===== config.mk =====
export PLATFORM = sky130hd
export DESIGN_NAME = retire_trace_writer
export DESIGN_NICKNAME = d
export VERILOG_FILES = /design/src/rtl/retire_trace_pkg.sv /design/src/rtl/trace_fifo.sv /design/src/rtl/retire_trace_writer.sv
export SDC_FILE = /design/constraint.sdc
export NUM_CORES = 1
export LEC_CHECK = 0
export BUFFER_PORTS_ARGS = -buffer_cell sky130_fd_sc_hd__buf_2
export CORE_UTILIZATION = 46
export CTS_BUF_LIST = sky130_fd_sc_hd__clkbuf_8
export CTS_CLUSTER_SIZE = 30
export DETAILED_ROUTE_END_ITERATION = 6
export GPL_ROUTABILITY_DRIVEN = 1
export HOLD_SLACK_MARGIN = 0.05
export SYNTH_ARGS = -nofsm -noshare
export SYNTH_HDL_FRONTEND = slang
export SYNTH_SLANG_ARGS = --single-unit

===== constraint.sdc =====
create_clock -name sys_clk -period 15.1 [get_ports sys_clk]
set_clock_uncertainty 0.1 [all_clocks]
set_input_delay 4.53 -clock sys_clk [delete_from_list [all_inputs] [get_ports sys_clk]]
set_output_delay 4.53 -clock sys_clk [all_outputs]
set_load 0.01 [all_outputs]

===== src/rtl/retire_trace_pkg.sv =====
// Shared field layout, trace type codes and beat-state encoding for the retire trace writer.
// Latency: n/a (definitions only).
// Backpressure: n/a.
package retire_trace_pkg;

  // Bit offsets within the 70-bit inst_retire bus.
  localparam int RT_PC_LSB    = 0;
  localparam int RT_WDATA_LSB = 32;
  localparam int RT_WADDR_LSB = 64;
  localparam int RT_EN_BIT    = 69;

  // A stored record drops rf_en, which is implied by the capture itself.
  localparam int RT_REC_W = 69;

  localparam logic [7:0] TRACE_TYPE_RF = 8'h01;

  typedef enum logic [1:0] {
    HDR  = 2'd0,
    PC   = 2'd1,
    DATA = 2'd2
  } beat_state_e;

  // Header beat: type code in the top byte, destination register in the low bits.
  function automatic logic [31:0] rf_header(input logic [4:0] waddr);
    return {TRACE_TYPE_RF, 19'd0, waddr};
  endfunction

endpackage


===== src/rtl/trace_fifo.sv =====
// Synchronous record FIFO with wrap-bit pointers and a registered occupancy count.
// Latency: a push is visible at the head the cycle after the write edge; no bypass.
// Backpressure: caller must only push when !full or when popping in the same cycle.
module trace_fifo #(
  parameter int WIDTH = 69,
  parameter int DEPTH = 16,
  localparam int AW   = $clog2(DEPTH)
) (
  input  logic             clk,
  input  logic             rst_n,
  input  logic             push,
  input  logic [WIDTH-1:0] push_dat,
  input  logic             pop,
  output logic [WIDTH-1:0] head,
  output logic [AW:0]      level,
  output logic             full,
  output logic             empty
);

  logic [WIDTH-1:0] mem [DEPTH];
  logic [AW:0]      wr_ptr;
  logic [AW:0]      rd_ptr;

  // Full when the indices match but the wrap bits differ.
  assign full  = (wr_ptr[AW] != rd_ptr[AW]) && (wr_ptr[AW-1:0] == rd_ptr[AW-1:0]);
  assign empty = (wr_ptr == rd_ptr);
  assign head  = mem[rd_ptr[AW-1:0]];

  // Storage has no reset; only the pointers define what is valid.
  always_ff @(posedge clk) begin
    if (push) begin
      mem[wr_ptr[AW-1:0]] <= push_dat;
    end
  end

  // Pointer and occupancy update; a simultaneous push and pop leaves the level unchanged.
  always_ff @(posedge clk or negedge rst_n) begin
    if (!rst_n) begin
      wr_ptr <= '0;
      rd_ptr <= '0;
      level  <= '0;
    end else begin
      if (push) wr_ptr <= wr_ptr + 1'b1;
      if (pop)  rd_ptr <= rd_ptr + 1'b1;
      case ({push, pop})
        2'b10:   level <= level + 1'b1;
        2'b01:   level <= level - 1'b1;
        default: level <= level;
      endcase
    end
  end

endmodule


===== src/rtl/retire_trace_writer.sv =====
// Captures qualifying register-file retires and streams each as three 32-bit beats (HDR, PC, DATA).
// Latency: one cycle from the retire edge to out_valid; one beat per cycle under constant out_ready.
// Backpressure: out_ready stalls the beat in place; captures arriving while full are dropped and counted.
module retire_trace_writer
  import retire_trace_pkg::*;
#(
  parameter int DEPTH     = 16,
  parameter bit SKIP_ZERO = 1'b1,
  localparam int LW       = $clog2(DEPTH) + 1
) (
  input  logic          sys_clk,
  input  logic          sys_reset_n,
  input  logic [69:0]   inst_retire,
  input  logic          trace_en,
  output logic          out_valid,
  input  logic          out_ready,
  output logic [31:0]   out_data,
  output logic          out_last,
  output logic [31:0]   drop_cnt,
  output logic [LW-1:0] fifo_level
);

  logic [4:0]          ret_waddr;
  logic                capture;
  logic                push_ok;
  logic                pop;
  logic                hs;
  logic                fifo_full;
  logic                fifo_empty;
  logic [RT_REC_W-1:0] head;
  logic [31:0]         head_pc;
  logic [31:0]         head_wdata;
  logic [4:0]          head_waddr;
  beat_state_e         state_q;
  beat_state_e         state_d;

  assign ret_waddr = inst_retire[RT_WADDR_LSB +: 5];
  assign capture   = trace_en && inst_retire[RT_EN_BIT] &&
                     (!SKIP_ZERO || (ret_waddr != 5'd0));

  assign out_valid = !fifo_empty;
  assign hs        = out_valid && out_ready;
  // Only the DATA handshake retires the head, so a record is never split.
  assign pop       = hs && (state_q == DATA);
  // A full FIFO still takes the capture when the head leaves in the same cycle.
  assign push_ok   = capture && (!fifo_full || pop);

  trace_fifo #(
    .WIDTH (RT_REC_W),
    .DEPTH (DEPTH)
  ) u_fifo (
    .clk      (sys_clk),
    .rst_n    (sys_reset_n),
    .push     (push_ok),
    .push_dat (inst_retire[RT_REC_W-1:0]),
    .pop      (pop),
    .head     (head),
    .level    (fifo_level),
    .full     (fifo_full),
    .empty    (fifo_empty)
  );

  assign head_pc    = head[RT_PC_LSB    +: 32];
  assign head_wdata = head[RT_WDATA_LSB +: 32];
  assign head_waddr = head[RT_WADDR_LSB +: 5];

  // Beat-state register; reset returns to HDR so any partial record is abandoned.
  always_ff @(posedge sys_clk or negedge sys_reset_n) begin
    if (!sys_reset_n) begin
      state_q <= HDR;
    end else begin
      state_q <= state_d;
    end
  end

  // Beat selection and advance; outputs are zero whenever nothing is stored.
  always_comb begin
    state_d  = state_q;
    out_data = 32'd0;
    out_last = 1'b0;
    if (out_valid) begin
      case (state_q)
        HDR: begin
          out_data = rf_header(head_waddr);
          if (hs) state_d = PC;
        end
        PC: begin
          out_data = head_pc;
          if (hs) state_d = DATA;
        end
        DATA: begin
          out_data = head_wdata;
          out_last = 1'b1;
          if (hs) state_d = HDR;
        end
        default: state_d = HDR;
      endcase
    end
  end

  // Saturating count of captures rejected because the FIFO had no room.
  always_ff @(posedge sys_clk or negedge sys_reset_n) begin
    if (!sys_reset_n) begin
      drop_cnt <= 32'd0;
    end else if (capture && !push_ok && (drop_cnt != 32'hFFFF_FFFF)) begin
      drop_cnt <= drop_cnt + 32'd1;
    end
  end

endmodule


==> Yosys cells after proc, flatten, opt, wreduce, memory -nomap -nowiden <==
Memory sizes are Yosys's and may differ from the RTL's.
Index checks and enable logic that the tools add are counted.
{ "word_totals": {"ff_bits": 49, "mem_bits_rw": 1104, "in_bits": 74, "out_inout_bits": 71, "wordCells": 50, "memories": 1} }
{ "mem_list": {"columns": ["memory", "depth", "word_bits", "read_ports", "rd_clocked_by_memory_dff", "wr", "line_no", "text"], "rows": [
  ["u_fifo.mem", 16, 69, 1, 0, 1, "trace_fifo.sv:20", "logic [WIDTH-1:0] mem [DEPTH];"]
]} }
{ "classes": {"n_addsub": 5, "n_eq_ne": 11, "muxes": 11, "bitwise": 1, "n_reduce_logical": 16} }
{ "op_table": {"columns": ["cell", "count"], "rows": [
  ["one-hot mux 32 bit (3 select lines)", 1],
  ["adder 32 x 1 -> 32 bit (second input constant)", 1],
  ["2-to-1 mux 32 bit", 1],
  ["!= test 32 bit (second input constant)", 1],
  ["adder 5 x 1 -> 5 bit (second input constant)", 3],
  ["one-hot mux 5 bit (2 select lines)", 1],
  ["logical AND 1 bit", 8],
  ["2-to-1 mux 2 bit", 3],
  ["!= test 2 bit (second input constant)", 3],
  ["one-hot mux 2 bit (3 select lines)", 1],
  ["== test 5 bit", 1],
  ["nonzero test 5 bit", 1],
  ["subtractor 5 x 1 -> 5 bit (second input constant)", 1],
  ["== test 2 x 1 -> 1 bit (second input constant)", 2],
  ["== test 2 bit (second input constant)", 2],
  ["== test 4 bit", 1],
  ["2-to-1 mux 1 bit", 4],
  ["AND reduction 4 bit", 1],
  ["logical NOT 1 bit", 3],
  ["logical NOT 2 bit", 1],
  ["nonzero test 2 bit", 1],
  ["logical OR 1 bit", 1],
  ["!= test 1 bit", 1],
  ["NOT 1 bit", 1]
]} }

==> Depth between registers and ports, before layout <==
Gate-level depths: netlist (run 1).
{ "depth": {"word_depth": 9, "ltp_mapped": 11, "ltp_nobuf": 10} }

==> Hierarchy <==
From an unflattened synthesis (run 1), not the netlist that was laid out.
{ "hier_totals": {"cells_unflattened": 2016, "area_unflattened_um2": 44353.8} }
{ "modules_own_cells": {"columns": ["mod", "instances", "cells_each", "area_per_inst_um2", "seq_area_each_um2"], "rows": [
  ["trace_fifo", 1, 1790, 42238.0, 33527.2],
  ["retire_trace_writer", 1, 226, 2115.8, 850.8]
]} }

==> Least setup slack after synthesis (run 1) <==
Ideal clock, no wire load.
{ "synth_path": {"kind": "input port to flip-flop", "startpoint": "in out_ready", "endpoint": "mem u_fifo.mem[3][0] (enable)", "setup_time_ps": 581, "arrival_ps": 9965, "required_time_ps": 14419, "setup_slack_ps": 4454, "stages": 6, "n_path_buf": 1, "path_cell_list": "nand3b_1 > nand2b_1 > o21ba_2 > buf_6 > nand2_1 > nor3_1"} }
{ "synth_between": {"elab_chain_len": 6} }
{ "synth_rtl": {"columns": ["item", "line_no", "text"], "rows": [
  ["start, declared", "retire_trace_writer.sv:16", "input logic out_ready,"],
  ["logical AND 1 bit", "retire_trace_writer.sv:42", "assign hs = out_valid && out_ready;"],
  ["logical AND 1 bit", "retire_trace_writer.sv:44", "assign pop = hs && (state_q == DATA);"],
  ["logical OR 1 bit", "retire_trace_writer.sv:46", "assign push_ok = capture && (!fifo_full || pop);"],
  ["logical AND 1 bit", "retire_trace_writer.sv:46", null],
  ["2-to-1 mux 1 bit", "trace_fifo.sv:31", "if (push) begin"],
  ["2-to-1 mux 1 bit (not written as such)", "trace_fifo.sv:32", "mem[wr_ptr[AW-1:0]] <= push_dat;"],
  ["end, declared", "trace_fifo.sv:20", null]
]} }
Every way passes these cells.

==> Final worst setup path (run 1) <==
{ "layout_path": {"startpoint": "reg u_fifo.rd_ptr[0]", "endpoint": "out out_data[25]"} }
{ "layout_between": {"elab_chain_len": 3, "word_cells_on_any_way": 4, "cone_classes": "1 x eq/ne; 2 x mux; 1 x memory"} }
{ "layout_rtl": {"columns": ["item", "line_no", "text"], "rows": [
  ["start, declared", "trace_fifo.sv:22", "logic [AW:0] rd_ptr;"],
  ["start signal, assigned", "trace_fifo.sv:44", "if (pop) rd_ptr <= rd_ptr + 1'b1;"],
  ["memory (16 x 69 bit)", null, null],
  ["one-hot mux 32 bit (3 select lines)", "retire_trace_writer.sv:82", "case (state_q)"],
  ["2-to-1 mux 32 bit (*)", "retire_trace_writer.sv:81", "if (out_valid) begin"],
  ["end, declared", "retire_trace_writer.sv:17", "output logic [31:0] out_data,"]
]} }
Every way passes the cells marked *; elsewhere a longest branch is shown, timed or not.

==> impl_results.md, run 1 <==
* Status: complete, no violations
* Crit path arrival time at 5160 ps
* Unrepaired setup endpoints after global routing: false
* Final hold violation count at 0
* Layout cells sized above 1 at 33.4%
* NetSw at 0.00258 W
* Most used cell, CP: mux4_2
* DR vias/cell at 5.79
* Starting DRT DRC Count at 1787
* Clock-pin slew on the worst setup and hold paths at 60 ps
* Final setup TNS at 0 ps
* NumNets Final at 2292
* Avg WL per Cell at 28.5 µm
* Final setup violation count at 0
* FF-to-FF End: u_fifo.mem[15][3]
* Comb pwr share at 26.9%
* Clock root cell: clkbuf_8
* PD cells at 171 nW/µm²
* Yosys reg bits at 1153
* Worst Setup SP: u_fifo.rd_ptr[0]
* Starting Density at 46.7%
* Non-filler cells in the finished layout at 3612
* CTS H-tree lvls at 4
* Max Cap Viol at 0
* CP Capture Point: out_data[25]
* WS Path Type: flop to output pin
* Post-CTS Hold Buffers at 0
* Slew Limit Fails at 0
* Die W at 314 µm
* Clk pwr share at 28.3%
* Crit start category: flop
* Post-CTS resize count at 0
* Fmax achieved at 102 MHz
* Area Growth Syn to Fin at 12.4%
* Share of synthesized registers carrying an async set or reset at 4.25%
* Residual DRC at 0
* First-pass GRT wire length at 150000 µm
* Primary FF master, synth: edfxtp_1
* Grt total ovfl at 0
* Final WS setup at 5310 ps
* Die ar. at 98300 µm²
* Synth cell types at 51
* Cell Area, Synth at 44700 µm²
* Port Buf Inserts at 144
* Antenna Violating Nets Remaining at 0
* Total power at 0.00858 W
* HP Start: u_fifo.level[4]
* Worst reg2reg path startpoint: u_fifo.rd_ptr[0]
* Reg-to-reg setup timing slack at 9680 ps
* VDD IR max at 0.140 mV
* Final Cycle Share at 64.8%
* # IOs at 145
* Via count at 20904
* Pint at 0.00600 W
* Synth warn at 0
* CTS tree: built
* FF-to-FF path depth at 7
* Switching fraction of total power at 30.1%
* Slowest stage delay, CP at 910 ps
* Flop pwr share at 44.7%
* Final wirelength at 103000 µm
* Sink Count at 1153
* LEAKAGE at 16.3 nW
* Total GRT Usage at 21.3%
* Post-Route Utilization at 52.5%
* Placer congestion estimate at 0.749
* Max_slew headroom at 24.1%
* Fill cells at 7532
* Die height at 314 µm
* DRT Pass-1 Iters at 6
* Core area at 95600 µm²
* Crit path max-delay cell type: dfrtp_4
* Worst-Skew Late Latency at 830 ps
* Initial antenna violation count at 16
* Hold Crit Class: flop to flop
* Syn Nets at 2012
* Post-CTS setup buffer count at 0
* Post-synth EDFFs at 1104
* Avg Inst Size Synth at 23.2 µm²
* Post-DP HPWL at 53700 µm
* Mapped Cells at 1928
* Crit-path max FO at 95
* Row count at 113
* Least-Margin Pin Slew at 1140 ps
* CTS Buffer Depth at 3
* WP data required at 10470 ps
* Pre-CTS WS at 6100 ps
* Part of the Yosys area used for sequential elements at 77.0%
* CP endpoint kind: output pin
* TritonCTS Buffers at 183
* Placed insts at 3288
* Cell chain of the critical path: buf_12 -> buf_4 -> mux4_2 -> mux4_2 -> clkinv_1 -> o22ai_1 -> buf_2
* Minimum clock period at 9790 ps
* Largest net degree at the start of global routing at 96
* Vias in the first global route at 22147
## worst min path at each step
stage	cells after the start	end
3_3_place_gp	1	u_fifo.level[4]
5_1_grt	1	u_fifo.level[4]
2_1_floorplan	1	u_fifo.wr_ptr[4]
6_report	1	u_fifo.level[4]
3_5_place_dp	1	u_fifo.level[4]
4_1_cts	1	u_fifo.level[4]
## power groups by stage
| stage | Combinational (W) | Clock (W) | Sequential [W] |
|---|---|---|---|
| 4_1_cts | 0.00237 | 0.00250 | 0.00384 |
| 3_5_place_dp | 0.00236 | 0 | 0.00391 |
| 6_report | 0.00231 | 0.00243 | 0.00384 |
| 2_1_floorplan | 0.00176 | 0 | 0.00379 |
| 5_1_grt | 0.00248 | 0.00262 | 0.00386 |
| 3_3_place_gp | 0.00235 | 0 | 0.00390 |
## routing by layer
metal | track usage (%) | wire length (µm)
met4 | 5.85 | 1890
met2 | 34.7 | 51100
met1 | 29.1 | 43300
met3 | 4.78 | 6650
met5 | 0 | 77
## cell usage after synthesis (all sizes together), types with 4 or more instances
library cell     n  area (µm²)
nand2b           5        31.3
o21ai            5        36.3
xnor2           43         377
ha               9         113
nand3           23         115
nand2           31         124
and4             4        35.0
nor2b           10        62.6
nor2            20        75.1
xor2             5        43.8
dfrtp           49        1230
clkinv          33         124
buf             73         500
edfxtp        1104       33200
o22ai           30         188
and3            12        75.1
a22oi            5        37.5
nor4             4        46.3
clkbuf          20        75.1
a211oi           7        52.6
nor3            10        50.1
inv             28         105
mux4           328        7390
mux2            11         131
a21oi            5        28.8
nand4           17         106
mux2i           20         200
## metrics by stage
step	cell area (µm²)	hold WS, ps
final	50200	359
after global routing	50200	390
after CTS	50200	365
after detailed placement	46900	358
after global placement	46900	356
after floorplan	44700	362
## placed cells by master (no fill, tap or decap), drive strengths merged, types with 17 or more instances in the layout
cell    instances
dfrtp          49
inv            88
clkinv        105
xnor2          43
mux4          328
clkbuf        185
nand3          23
nor2           20
o22ai          30
nand2          31
buf           188
edfxtp       1104
nand4          17
mux2i          20
## cells by family after synthesis
group / share of synthesized area, %
xor+xnor: 0.941
buf+inv: 1.80
fa+ha+maj: 0.297
flops: 77.0
simple gates: 1.73
mux: 17.3
compound gates: 0.967
## registers in the layout, summed over array words and instances (netlist names)
signal	cells
u_fifo.mem	1104
u_fifo.rd_ptr	5
state_q	2
u_fifo.wr_ptr	5
u_fifo.level	5
drop_cnt	32
## cell type report
class	count	area, µm²	area share [%]
clock buffers	185	2550	5.07
multi-input cells	621	9590	19.1
inverters	61	229	0.456
well taps	1265	1580	3.15
diodes	1	2.50	0.00499
repair buffers	188	1080	2.14
flip-flops and latches	1153	34400	68.5
clock inverters	138	767	1.53
## critical path, delay by kind of cell, from the launching register on
family	cells	cell delay (ps)
buf+inv	4	1740
mux	2	1130
flops	1	910
compound gates	1	190
(Power assumes the default switching activity.)
==> run 2, diff against run 1 <==
clock period = 8.54 ns   (was 15.1 ns; I/O delays follow)
==> run 2 against run 1 <==
Effect of this change:
- non-clock buffer count rose by 3
- combinational power rose by 80%
- critical path type unchanged
- cell count rose by 0.44%
- worst setup slack got worse by 3600 ps
- power rose by 78%
- sequential cell count did not move
- largest cell class unchanged
- final area rose by 0.32%
==> impl_results.md, run 2 (synthesis results as in run 1) <==
* Status: complete, no violations
* Unrepaired setup endpoints after global routing: false
* Worst Setup SP: u_fifo.rd_ptr[0]
* Post-DP HPWL at 54200 µm
* Clock root cell: clkbuf_8
* Final setup TNS at 0 ps
* Least-Margin Pin Slew at 1060 ps
* Max Cap Viol at 0
* CTS tree: built
* Residual DRC at 0
* # IOs at 145
* Reg area at 34400 µm²
* CTS H-tree lvls at 4
* Max FFs per register at 1104
* Final WS setup at 1730 ps
* Cell chain of the critical path: buf_12 -> mux4_2 -> mux4_2 -> inv_1 -> o22ai_1 -> buf_2
* Pre-CTS WS at 2490 ps
* Crit-path max FO at 70
* Port Buf Inserts at 144
* Non-filler cells in the finished layout at 3628
* CP Capture Point: out_data[23]
* Fill cells at 7538
* Placed insts at 3291
* Slowest stage delay, CP at 1100 ps
* Fmax achieved at 147 MHz
* Most frequent cells in the layout: 1104 x edfxtp_1, 328 x mux4_2, 185 x clkbuf_8, 144 x buf_2, 87 x clkinv_1
* Reg-to-reg setup timing slack at 4260 ps
* Post-CTS Hold Buffers at 0
* Most used cell, CP: mux4_2
* Crit path max-delay cell type: dfrtp_4
* Commonest non-fill, non-tap cell in the layout: edfxtp_1
* Area Growth Syn to Fin at 12.7%
* Crit path arrival time at 4150 ps
* Hold Crit Class: flop to flop
* PD cells at 303 nW/µm²
* Largest net degree at the start of global routing at 137
* Sink Count at 1153
* WP data required at 5880 ps
* Post-CTS resize count at 0
* Slew Limit Fails at 0
* Starting Density at 46.7%
* CP endpoint kind: output pin
* Placer congestion estimate at 0.758
* FF-to-FF path depth at 6
* Die ar. at 98300 µm²
* Vias in the first global route at 22191
* Worst reg2reg path startpoint: u_fifo.rd_ptr[0]
* Final Cycle Share at 79.7%
* Post-DP Area at 47000 µm²
* Final hold violation count at 0
* FF-to-FF End: u_fifo.mem[9][46]
* Post-CTS setup buffer count at 0
* LEAKAGE at 16.3 nW
* First-pass GRT wire length at 149000 µm
* Fin area at 50300 µm²
* Final wirelength at 101000 µm
* Via count at 20952
* Core area at 95600 µm²
* NumNets Final at 2295
* Max_slew headroom at 29.3%
* Avg WL per Cell at 27.9 µm
* Die height at 314 µm
* CTS Buffer Depth at 3
* Starting DRT DRC Count at 2075
* WS Path Type: flop to output pin
* VDD IR max at 0.244 mV
* Die W at 314 µm
* Multi-input logic area at 9610 µm²
* Antenna Violating Nets Remaining at 0
* Worst-Skew Late Latency at 840 ps
* Minimum clock period at 6810 ps
* Total GRT Usage at 21.1%
* TritonCTS Buffers at 183
* Crit start category: flop
* Grt total ovfl at 0
* Initial antenna violation count at 18
* DR vias/cell at 5.78
* DRT Pass-1 Iters at 7
* Clock-pin slew on the worst setup and hold paths at 60 ps
* Row count at 113
* Layout cells sized above 1 at 33.1%
* Final setup violation count at 0
run 2: cell types whose count changed in the layout (fill, tap and decap cells not counted), moves of 5 or more:
| cell | before | now |
|---|---|---|
| inv_1 | 73 | 81 |
| buf_12 | 2 | 9 |
| clkinv_1 | 80 | 87 |
| diode_2 | 1 | 6 |
run 2: cell type report:
class                           instances  area share [%]
Sequential cell                      1153            68.3
Clock inverter                        146            1.55
Clock buffer                          185            5.06
Antenna cell                            6          0.0298
Tap cell                             1265            3.14
Inverter                               61           0.455
Timing Repair Buffer                  191            2.36
Multi-Input combinational cell        621            19.1
run 2: how the worst min path moves through the flow:
| stage | start | endpoint | slack, ps | depth (start not counted) |
|---|---|---|---|---|
| finish | u_fifo.level[4] | u_fifo.level[4] | 380 | 1 |
| detailed placement | u_fifo.level[4] | u_fifo.level[4] | 370 | 1 |
| global route | u_fifo.level[4] | u_fifo.level[4] | 400 | 1 |
| global placement | u_fifo.wr_ptr[4] | u_fifo.wr_ptr[4] | 380 | 1 |
| floorplan | u_fifo.wr_ptr[4] | u_fifo.wr_ptr[4] | 360 | 1 |
| CTS | u_fifo.level[4] | u_fifo.level[4] | 380 | 1 |
run 2: layer usage:
| layer | part of all wire, % | vias to the layer above | GRT usage [%] |
|---|---|---|---|
| li1 | - | 8748 | - |
| met1 | 42 | 11259 | 29.5 |
| met2 | 48 | 744 | 33.3 |
| met3 | 6.8 | 185 | 4.17 |
| met4 | 2.5 | 16 | 7.32 |
| met5 | 0.091 | - | 0 |
run 2: metrics by stage:
step	utilization (%)	total power [W]	hold WS [ps]
global route	52.7	0.0159	396
detailed placement	49.2	0.0111	368
floorplan	-	0.00981	362
global placement	49.2	0.0111	376
finish	52.7	0.0152	376
CTS	52.7	0.0155	380
run 2: power by group:
part | total (W) | switching (W) | internal, W
registers | 0.00678 | 0.000275 | 0.00650
clock network | 0.00431 | 0.00213 | 0.00218
logic | 0.00416 | 0.00218 | 0.00197
total | 0.0152 | 0.00459 | 0.0107
run 2: worst max-delay path: cells and delay by family, from the launching register on:
kind            cells  cell delay, ps
flops               1            1100
mux                 2            1060
buf+inv             3             870
compound gates      1             190
